==> src/rtl/corr_window_sched_pkg.sv <==
// Shared types and helpers for the correlation window scheduler.
// Holds the scheduler state encoding, default widths and the exponent-width function.
package corr_window_sched_pkg;

    localparam int TIME_W_DEF = 8;
    localparam int IDX_W_DEF  = 16;

    typedef enum logic [1:0] {
        ST_IDLE  = 2'd0,
        ST_ZERO  = 2'd1,
        ST_COUNT = 2'd2
    } state_t;

    // Exponent must encode 0..time_w inclusive.
    function automatic int exp_width(input int time_w);
        return $clog2(time_w + 1);
    endfunction

endpackage

==> src/rtl/corr_window_sched_timer.sv <==
// Window timer: clears in IDLE, loads 1 in ZERO, increments in COUNT.
// Flags the terminal count 2^exp-1, which ends the window.
module corr_window_sched_timer
    import corr_window_sched_pkg::*;
#(
    parameter int  TIME_W = TIME_W_DEF,
    localparam int EXP_W  = exp_width(TIME_W)
) (
    input  logic             i_clk,
    input  logic             i_rst,
    input  logic             i_cg,
    input  logic             i_clr,
    input  logic             i_load,
    input  logic             i_inc,
    input  logic [EXP_W-1:0] i_exp,
    output logic             o_terminal
);

    logic [TIME_W-1:0] timer_q;
    logic [TIME_W:0]   span;

    // One extra bit so exp == TIME_W still yields an all-ones terminal value.
    assign span       = (TIME_W + 1)'(1) << i_exp;
    assign o_terminal = ({1'b0, timer_q} == (span - (TIME_W + 1)'(1)));

    always_ff @(posedge i_clk or posedge i_rst) begin
        if (i_rst) begin
            timer_q <= '0;
        end else if (i_cg) begin
            if (i_clr) begin
                timer_q <= '0;
            end else if (i_load) begin
                timer_q <= TIME_W'(1);
            end else if (i_inc) begin
                timer_q <= timer_q + TIME_W'(1);
            end
        end
    end

endmodule

==> src/rtl/corr_window_sched.sv <==
// Sequences back-to-back 2^exp-cycle windows for the correlation counter and
// hands completed-window totals downstream through a one-entry result register.
module corr_window_sched
    import corr_window_sched_pkg::*;
#(
    parameter int  TIME_W = TIME_W_DEF,
    parameter int  IDX_W  = IDX_W_DEF,
    localparam int EXP_W  = exp_width(TIME_W)
) (
    input  logic              i_clk,
    input  logic              i_rst,
    input  logic              i_cg,
    input  logic              i_en,
    input  logic [EXP_W-1:0]  i_windowLengthExp,
    output logic [EXP_W-1:0]  o_windowLengthExp,
    output logic              o_zeroCounts,
    input  logic [TIME_W-1:0] i_countX,
    input  logic [TIME_W-1:0] i_countY,
    input  logic [TIME_W-1:0] i_countIsect,
    input  logic [TIME_W-1:0] i_countSymdiff,
    output logic              o_valid,
    input  logic              i_ready,
    output logic [TIME_W-1:0] o_countX,
    output logic [TIME_W-1:0] o_countY,
    output logic [TIME_W-1:0] o_countIsect,
    output logic [TIME_W-1:0] o_countSymdiff,
    output logic [IDX_W-1:0]  o_windowIdx,
    output logic              o_dropped,
    input  logic              i_clrDropped,
    output logic [1:0]        o_state
);

    state_t            state_q, state_d;
    logic [EXP_W-1:0]  exp_q;
    logic [EXP_W-1:0]  exp_req;
    logic              exp_load;
    logic              done_q;
    logic              terminal;
    logic              start_ok;
    logic              capture;
    logic              accept;
    logic [IDX_W-1:0]  win_cnt_q;

    assign start_ok = i_en && (i_windowLengthExp != '0);
    assign exp_req  = (i_windowLengthExp > EXP_W'(TIME_W)) ? EXP_W'(TIME_W) : i_windowLengthExp;

    assign o_zeroCounts      = (state_q != ST_COUNT);
    assign o_windowLengthExp = exp_q;
    assign o_state           = state_q;

    corr_window_sched_timer #(
        .TIME_W (TIME_W)
    ) u_timer (
        .i_clk      (i_clk),
        .i_rst      (i_rst),
        .i_cg       (i_cg),
        .i_clr      (state_q == ST_IDLE),
        .i_load     (state_q == ST_ZERO),
        .i_inc      (state_q == ST_COUNT),
        .i_exp      (exp_q),
        .o_terminal (terminal)
    );

    always_comb begin
        state_d  = state_q;
        exp_load = 1'b0;
        case (state_q)
            ST_IDLE: begin
                if (start_ok) begin
                    state_d  = ST_ZERO;
                    exp_load = 1'b1;
                end
            end
            ST_ZERO: begin
                state_d = ST_COUNT;
            end
            ST_COUNT: begin
                if (terminal) begin
                    if (start_ok) begin
                        state_d  = ST_ZERO;
                        exp_load = 1'b1;
                    end else begin
                        state_d = ST_IDLE;
                    end
                end else if (!i_en) begin
                    // Partial window is abandoned; done stays clear so nothing is captured.
                    state_d = ST_IDLE;
                end
            end
            default: begin
                state_d = ST_IDLE;
            end
        endcase
    end

    always_ff @(posedge i_clk or posedge i_rst) begin
        if (i_rst) begin
            state_q <= ST_IDLE;
            exp_q   <= '0;
            done_q  <= 1'b0;
        end else if (i_cg) begin
            state_q <= state_d;
            if (exp_load) begin
                exp_q <= exp_req;
            end
            if ((state_q == ST_COUNT) && terminal) begin
                done_q <= 1'b1;
            end else if (capture) begin
                done_q <= 1'b0;
            end
        end
    end

    // Handshake: a result transfers on an edge with i_cg=1 where o_valid && i_ready.
    // o_valid is registered; a capture may refill the register on the same edge it empties.
    assign capture = o_zeroCounts && done_q;
    assign accept  = !o_valid || i_ready;

    always_ff @(posedge i_clk or posedge i_rst) begin
        if (i_rst) begin
            o_valid        <= 1'b0;
            o_countX       <= '0;
            o_countY       <= '0;
            o_countIsect   <= '0;
            o_countSymdiff <= '0;
            o_windowIdx    <= '0;
            o_dropped      <= 1'b0;
            win_cnt_q      <= '0;
        end else if (i_cg) begin
            if (capture) begin
                win_cnt_q <= win_cnt_q + IDX_W'(1);
                if (accept) begin
                    o_valid        <= 1'b1;
                    o_countX       <= i_countX;
                    o_countY       <= i_countY;
                    o_countIsect   <= i_countIsect;
                    o_countSymdiff <= i_countSymdiff;
                    o_windowIdx    <= win_cnt_q;
                end
            end else if (o_valid && i_ready) begin
                o_valid <= 1'b0;
            end

            if (capture && !accept) begin
                o_dropped <= 1'b1;
            end else if (i_clrDropped) begin
                o_dropped <= 1'b0;
            end
        end
    end

endmodule
==> config.mk <==
export PLATFORM = sky130hd
export DESIGN_NAME = corr_window_sched
export DESIGN_NICKNAME = d
export VERILOG_FILES = /design/src/rtl/corr_window_sched_pkg.sv /design/src/rtl/corr_window_sched_timer.sv /design/src/rtl/corr_window_sched.sv
export SDC_FILE = /design/constraint.sdc
export NUM_CORES = 1
export LEC_CHECK = 0
export ABC_AREA = 1
export CAP_MARGIN = 5
export CELL_PAD_IN_SITES_DETAIL_PLACEMENT = 0
export CELL_PAD_IN_SITES_GLOBAL_PLACEMENT = 1
export CORE_MARGIN = 2
export CORE_UTILIZATION = 30
export CTS_CLUSTER_DIAMETER = 200
export CTS_CLUSTER_SIZE = 16
export DETAILED_ROUTE_END_ITERATION = 8
export PLACE_DENSITY_LB_ADDON = 0.12
export RECOVER_POWER = 100
export SYNTH_ARGS = -nofsm -noshare
export SYNTH_HDL_FRONTEND = slang
export SYNTH_HIERARCHICAL = 1
export SYNTH_SLANG_ARGS = --single-unit
==> constraint.sdc <==
create_clock -name i_clk -period 2.8 [get_ports i_clk]
set_input_delay 0.84 -clock i_clk [delete_from_list [all_inputs] [get_ports i_clk]]
set_output_delay 0.84 -clock i_clk [all_outputs]
set_load 0.03 [all_outputs]
Yosys cells after proc, flatten, opt, wreduce, memory -nomap -nowiden
Cells that the tools add are included.

Register bits after elaboration: 81. Bits in latches: 0. Bits in writable memories: 0. Memory bits (read-only): 0. Input port bits: 42. Output and inout port bits: 57. Word-level logic and storage cells: 65. Memories: 0.

Add/sub/neg operators: 3. Multiply operators: 0. Divide/modulo/power cells: 0. Order comparisons: 1. Equal/unequal tests: 7. Shift-type cells: 1. Multiplexer cells: 19. Bitwise operators: 0. Reduce and logical (&&, ||, !) cells: 22.

Operators with widths (number): $mux 8 (3); $add 16x1->16 const B (1); $mux 1 (10); $reduce_and 2->1 (5); $eq 8x9->1 (1); $reduce_and 3->1 (3); $shl 1x4->9 const A (1); $sub 9x1->9 const B (1); $add 8x1->8 const B (1); $mux 2 (3); $pmux 2 s3 (1); $reduce_bool 2->1 (3); $logic_and 1x1->1 (5); $gt 4x4->1 const B (1); $mux 4 (1); $ne 2x2->1 const B (2); $reduce_bool 4->1 (1); $ne 3x3->1 const B (1); $reduce_bool 3->1 (1); $eq 2x1->1 const B (1); $eq 2x2->1 const B (1); $logic_not 1->1 (2); $logic_not 2->1 (1); $ne 2x1->1 const B (1); other kinds (2) (2).

Longest topological paths before layout
Gate-level depths: netlist (run 1).

Depth after elaboration: 6. Gate-level depth with buffers: 16. Depth with buffers taken out: 16.

By module
Netlist (run 1), hierarchy kept.

Modules (own cells, without submodules): corr_window_sched (times used 1, cells an instance 365, area an instance 3224.3 sq um, sequential area each 1826.8 sq um); corr_window_sched_timer (times used 1, cells an instance 122, area an instance 734.5 sq um, sequential area each 200.2 sq um).

Worst setup path before layout (run 1)
No wires, ideal clock.

Kind: register to register. Start: register exp_q[3] (netlist: o_windowLengthExp[3]). End: register exp_q[3] (netlist: o_windowLengthExp[3]). Setup time: 0.127 ns. Data arrival time: 2.255 ns. Required time: 2.673 ns. Path slack: 0.418 ns. Stages on the path, launching flop included: 16. Buffers on the path: 0. Clock period less this slack: 2.382 ns. Cell sequence: dfrtp_1 nor2_4 nand3_1 ha_1 nand2_1 o21ai_0 nor2_1 nand3_1 nor2_1 nand2_1 nor2_2 o21ai_1 nor3_4 inv_2 nand2_1 o21ai_0.

Word-level cells in the longest chain between the ends: 6.

RTL lines: start: declaration (RTL line corr_window_sched.sv:34) `logic [EXP_W-1:0] exp_q;`; start signal: assignment (RTL line corr_window_sched.sv:104) `exp_q <= exp_req;`; $shl 1x4->9 (RTL line corr_window_sched_timer.sv:23) `assign span = (TIME_W + 1)'(1) << i_exp;`; $sub 9x1->9 (RTL line corr_window_sched_timer.sv:24) `assign o_terminal = ({1'b0, timer_q} == (span - (TIME_W + 1)'(1)));`; $eq 8x9->1 (RTL line corr_window_sched_timer.sv:24); net terminal (RTL line corr_window_sched.sv:38) `logic terminal;`; $mux 1 (RTL line corr_window_sched.sv:78) `if (terminal) begin`; $pmux 1 s2 (RTL line corr_window_sched.sv:67) `case (state_q)`; $reduce_and 2->1 (no source line).

The timed path passes the listed nets, and every way through them passes these cells. A chain may end at the register's enable or synchronous reset.

Worst setup path after layout (run 1)
Start: input i_cg. End: register u_timer.timer_q[6].

Word-level cells in the longest chain between the ends: 1.

RTL lines: start: declaration (RTL line corr_window_sched.sv:12) `input logic i_cg,`; $reduce_and 2->1 (no source line); end signal: assignment (RTL line corr_window_sched_timer.sv:35) `timer_q <= timer_q + TIME_W'(1);`; end: declaration (RTL line corr_window_sched_timer.sv:19) `logic [TIME_W-1:0] timer_q;`.

Every way passes these cells.

==> impl_metrics.ini, run 1 <==
[run_status]
status = completed

[setup_path]
crit_type = in2reg
crit_path_start_kind = input pin
cp_slowest_stage_delay_ns = 0.51
crit_buf_inv = 2
cp_top_family = simple AND/OR/NAND/NOR gates
slowest_stage = clkdlybuf4s50_1
required_ns = 3.03
rrSetupSlack_ns = 0.25
crit_top_cell = nand2_1
worstPathMaxFanout = 7
arrival_ns = 2.79
crit_path_cell_trace = clkdlybuf4s50_1, clkbuf_1, o21ai_0, nand2_1, nand3_1, nor2_1, nand2_1, nand2_1, nor2_1
cp-end-kind = flip-flop

[clocking]
cts_tree = built
clk_latency_ns = 0.34
path_clk_slew_ns = 0.06
cts.path.max_buffers = 2
clk_root_buffer_cell = clkbuf_16
cts_made_buffers = 9
cts_max_level = 3
numClockSinks = 81

[sta]
timing.fmax_ghz = 0.3916
finalMaxSlewViolations = 0
fin_crit_ns = 2.554
hold_viol = 0
hold_slack_ns = 0.4600
tightest_slew_ns = 0.8745
rsz0062_at_grt = false
tns_ns = 0
fin_skew_ns = 0.006829
final.period_utilization_pct = 91.21
setup_viol = 0
slew_headroom_pct = 41.70

[drt]
vias_per_cell = 4.463
antenna_left = 0
drt_iter0_drc = 133
vias = 3419
wl_um = 10080
drc_errors = 0
routedWlPerCell_um = 13.16
firstDrtPassIters = 4

[yosys]
postSynthAreaPerCell_um2 = 8.129
ys_ff_latch = 81
syn_inst = 487
ys_types = 32
synth_edf_count = 0
synthArstFlopShare_pct = 100.0
syn_nets = 532
synth_warnings = 6
synth_ff_type = dfrtp_1
netlist_area_mm2 = 0.003959
yosysSeqAreaShare_pct = 51.20

[min_path]
min_path_type = reg2reg

[placement]
place.gp.congestion = 0.7696
numPortBuffers = 98
post-dp-hpwl_um = 7380

[grt]
antenna_found_initial = 0
grt_pass1_wl_um = 17330
grt_pass1_vias = 3460
grt_start_max_net_pins = 63
grt_overflow = 0
grtUsageTotal_pct = 15.38

[floorplan]
rows = 41
top_level_ports = 99
die_area_mm2 = 0.01413
die_h_um = 118.9
start_util_pct = 30.99
die_w_um = 118.9
core_area_mm2 = 0.01277

[layout]
drive_gt1_share_pct = 6.061
area_growth_pct = 34.77
nFillCells = 1324
final_nets = 634
n_antenna_cell = 0

[pwr]
leakagePower_nw = 2.802
irDropWorstVdd_mv = 0.4283
p_per_area_mw_per_mm2 = 800.1

[run]
maxCapViolCount = 0
per-layer routing:
| layer | vias to the layer above | track usage (%) | wire length, µm |
|---|---|---|---|
| li1 | 1745 | - | - |
| met1 | 1598 | 20.48 | 4807 |
| met2 | 66 | 24.35 | 4688 |
| met3 | 10 | 4.119 | 446 |
| met4 | 0 | 4.911 | 137 |
| met5 | - | 0 | 0 |
worst reg2reg max path, stage by stage, from the launching register on:
cell and delay (ns):
dfrtp_2 0.49, nor2_4 0.22, nand3_1 0.10, ha_1 0.30, nand2_1 0.07, o21ai_0 0.07
nor2_1 0.11, nand3_1 0.09, nor2_1 0.13, nand2_1 0.09, nor2_2 0.17, o21ai_1 0.14
nor3_4 0.24, inv_2 0.09, nand2_1 0.06, o21ai_0 0.07
power breakdown:
part           internal (W)  switching, W  total [W]
Combinational      0.000539      0.000895    0.00143
Sequential          0.00137      0.000181    0.00155
Clock              0.000831      0.000450    0.00128
final timing paths:
path / from / endpoint / depth (start not counted)
worst max-delay path: i_cg / u_timer/timer_q[6]$_DFFE_PP0P_ / 9
worst min-delay path: o_countX[5]$_DFFE_PP0P_ / o_countX[5]$_DFFE_PP0P_ / 2
worst max register to register: o_windowLengthExp[3]$_DFFE_PP0P_ / o_windowLengthExp[3]$_DFFE_PP0P_ / 15
worst min register to register: o_countX[5]$_DFFE_PP0P_ / o_countX[5]$_DFFE_PP0P_ / 2
max in group asynchronous: i_rst / o_windowLengthExp[3]$_DFFE_PP0P_ / 3
min in group asynchronous: i_rst / u_timer/timer_q[6]$_DFFE_PP0P_ / 2
cells in the final DEF (no fill, tap or decap), types with 8 or more instances in the layout:
master and instances:
clkbuf_16 9, clkdlybuf4s50_1 40, dfrtp_1 80, dlygate4sd3_1 58
inv_1 41, nand2_1 178, nand3_1 58, nand4_1 8
nor2_1 40, o21ai_0 28
metrics by stage:
| step | power (W) | area [µm²] | utilization, % | cells | worst slack, ns |
|---|---|---|---|---|---|
| floorplan | 0.002517 | 3959 | - | 487 | 0.1067 |
| global placement | 0.003110 | 5115 | 40.04 | 750 | 0.1828 |
| detailed placement | 0.003130 | 5115 | 40.04 | 750 | 0.1782 |
| CTS | 0.004434 | 5439 | 42.58 | 766 | 0.1607 |
| global route | 0.004549 | 5335 | 41.77 | 766 | 0.008979 |
| finish | 0.004269 | 5335 | 41.77 | 766 | 0.2461 |
final cells by class:
| type | instances | area (µm²) | share of cell area, % |
|---|---|---|---|
| Multi-Input combinational cell | 345 | 1574 | 29.50 |
| Timing Repair Buffer | 104 | 1010 | 18.93 |
| Clock buffer | 14 | 264.0 | 4.948 |
| Sequential cell | 81 | 2028 | 38.02 |
| Clock inverter | 2 | 60.06 | 1.126 |
| Tap cell | 172 | 215.2 | 4.034 |
| Inverter | 48 | 183.9 | 3.447 |
cells in the mapped netlist (2+ instances only):
library cell / count / area share (%)
nand2_4: 2 / 0.57
buf_6: 6 / 1.7
nand4_1: 8 / 1.3
nand2_2: 3 / 0.47
dfrtp_1: 81 / 51
ha_1: 3 / 0.95
inv_1: 42 / 4.0
nor3_1: 2 / 0.25
xor2_1: 7 / 1.5
o21ai_2: 15 / 3.3
buf_2: 4 / 0.51
a21oi_1: 3 / 0.38
nor2_1: 40 / 3.8
clkbuf_1: 3 / 0.28
nand2_1: 178 / 17
nand3_1: 56 / 7.1
nor2_2: 3 / 0.47
o21ai_0: 13 / 1.6
inv_2: 5 / 0.47
flip-flops by register name, indices dropped and copies added, names as in the netlist, 2 cells and up:
register / count
o_windowIdx: 16
win_cnt_q: 16
o_countIsect: 8
o_countSymdiff: 8
o_countX: 8
o_countY: 8
u_timer/timer_q: 8
o_windowLengthExp: 4
o_state: 2
cell families after synthesis:
group | after synthesis | share of synthesized area (%)
fa+ha+maj | 3 | 0.9483
buf+inv | 61 | 7.111
simple gates | 297 | 32.36
compound gates | 37 | 6.606
xor+xnor | 8 | 1.770
flops | 81 | 51.20
repair_timing:
item	CTS	global route
hold buffers	0	0
gates resized for setup	0	2
buffers inserted	0	0
setup endpoints to repair	0	4
Power figures use the tool's default switching activity.
==> run 2, diff against run 1 <==
- CORE_UTILIZATION: 30 -> 32
==> run 2 against run 1 <==
- fmax up 2.0%
- wire length shrank 1.3%
- first-iteration DRC count increased by 59%
- setup slack better by 0.050 ns
- final area is 0.84% lower
- global-route usage grew 0.40 points
- sequential share of layout area is 0.30 points higher
- clock power fell by 9%
- sequential power is essentially flat
- core utilization rose by 2.1 points
- critical path type is now reg2out
- largest cell class unchanged
- highest routed layer unchanged
==> impl_metrics.ini, run 2 (same netlist as run 1, synthesis figures left out) <==
[drt]
drt_iter0_drc = 212
drc_errors = 0
routedWlPerCell_um = 13.10
antenna_left = 0
vias_per_cell = 4.493
firstDrtPassIters = 4
vias = 3415
wl_um = 9953

[sta]
setup_viol = 0
tns_ns = 0
fin_skew_ns = 0.01062
tightest_slew_ns = 1.016
setup_ws_ns = 0.2962
timing.fmax_ghz = 0.3994
hold_viol = 0
fin_crit_ns = 2.504
final.period_utilization_pct = 89.42
rsz0062_at_grt = false
finalMaxSlewViolations = 0
slew_headroom_pct = 32.29

[clocking]
clk_latency_ns = 0.34
cts_max_level = 3
clk_root_buffer_cell = clkbuf_16
cts.path.max_buffers = 2
cts_made_buffers = 9
cts_tree = built
path_clk_slew_ns = 0.06
numClockSinks = 81

[setup_path]
reg2reg_depth = 15
crit_buf_inv = 1
endpoint = o_windowLengthExp[1]
rr_endpoint = o_windowLengthExp[3]$_DFFE_PP0P_
worstPathMaxFanout = 9
rr_startpoint = o_windowLengthExp[1]$_DFFE_PP0P_
cp-end-kind = output port
cp_top_family = buffers and inverters
slowest_stage = dlygate4sd3_1
setup.worst_path.start = o_windowLengthExp[1]$_DFFE_PP0P_
crit_type = reg2out
crit_path_start_kind = flip-flop
cp_num_cells = 1
rrSetupSlack_ns = 0.34
cp_slowest_stage_delay_ns = 0.79
arrival_ns = 1.66
required_ns = 1.96
crit_path_cell_trace = dlygate4sd3_1

[min_path]
min_path_type = reg2reg

[floorplan]
die_area_mm2 = 0.01328
die_w_um = 115.2
core_area_mm2 = 0.01206
start_util_pct = 32.82
die_h_um = 115.2
rows = 40
top_level_ports = 99

[layout]
final_nets = 633
final_common_cell = nand2_1
area_growth_pct = 33.63
top_regs = o_windowIdx: 16 flops, win_cnt_q: 16 flops
layout_common_cells = nand2_1 (179), dfrtp_1 (81), nand3_1 (58), dlygate4sd3_1 (58), inv_1 (41)
drive_gt1_share_pct = 5.912
n_antenna_cell = 0

[grt]
grt_overflow = 0
grt_pass1_wl_um = 16630
grt_start_max_net_pins = 74
grtUsageTotal_pct = 15.78
antenna_found_initial = 0
grt_pass1_vias = 3386

[run]
maxCapViolCount = 0

[pwr]
irDropWorstVdd_mv = 0.3114
p_per_area_mw_per_mm2 = 786.1
leakagePower_nw = 2.792

[placement]
post-dp-hpwl_um = 7013
numPortBuffers = 98
post-place-ws_ns = 0.1564
place.gp.congestion = 0.7923

[run_status]
status = completed
==> run 2: cell types whose count changed in the layout (fill, tap and decap cells not counted), moves of 2 or more <==
cell	before	now
clkinv_2	0	2
clkinv_4	0	2
clkbuf_8	2	0
clkbuf_1	6	2
==> run 2: worst min path at each step <==
stage                              start                         to  slack, ns  cells after the start
6_report         o_countX[6]$_DFFE_PP0P_    o_countX[6]$_DFFE_PP0P_       0.47                      2
5_1_grt          o_countX[1]$_DFFE_PP0P_    o_countX[1]$_DFFE_PP0P_       0.49                      2
4_1_cts          o_countX[6]$_DFFE_PP0P_    o_countX[6]$_DFFE_PP0P_       0.48                      2
3_5_place_dp     o_countX[6]$_DFFE_PP0P_    o_countX[6]$_DFFE_PP0P_       0.46                      2
3_3_place_gp     o_countY[7]$_DFFE_PP0P_    o_countY[7]$_DFFE_PP0P_       0.46                      2
2_1_floorplan  win_cnt_q[14]$_DFFE_PP0P_  win_cnt_q[14]$_DFFE_PP0P_       0.45                      2
==> run 2: routing by layer <==
layer  wire [µm]  global-route usage (%)  up-vias
li1            -                       -     1748
met1        4888                   22.01     1583
met2        4432                   24.20       74
met3         489                   3.426       10
met4         142                   5.783        0
met5           0                       0        -
==> run 2: layout make-up <==
cell class / count / area (µm²)
multi-input cells: 345 / 1572
flip-flops and latches: 81 / 2027
fillers: 1259 / 6771
clock buffers: 10 / 229.0
clock inverters: 5 / 57.56
inverters: 48 / 182.7
repair buffers: 103 / 1012
well taps: 168 / 210.2
==> run 2: what timing repair did <==
item                       CTS  global route
setup buffers                0             0
hold buffers                 0             0
setup endpoints to repair    0             2
gates resized for setup      0             1
==> run 2: per-stage QoR <==
step	power (W)	area, µm²	cells	hold WS, ns	utilization, %
finish	0.004159	5290	760	0.4654	43.86
global route	0.004451	5290	760	0.4923	43.86
CTS	0.004322	5388	760	0.4762	44.67
detailed placement	0.003138	5101	745	0.4601	42.29
global placement	0.003121	5101	745	0.4550	42.29
floorplan	0.002517	3959	487	0.4490	-
==> run 2: where the power goes <==
group	internal, W	total (W)	switching, W
registers	0.00137	0.00153	0.000156
clock network	0.000686	0.00116	0.000479
logic	0.000546	0.00147	0.000920
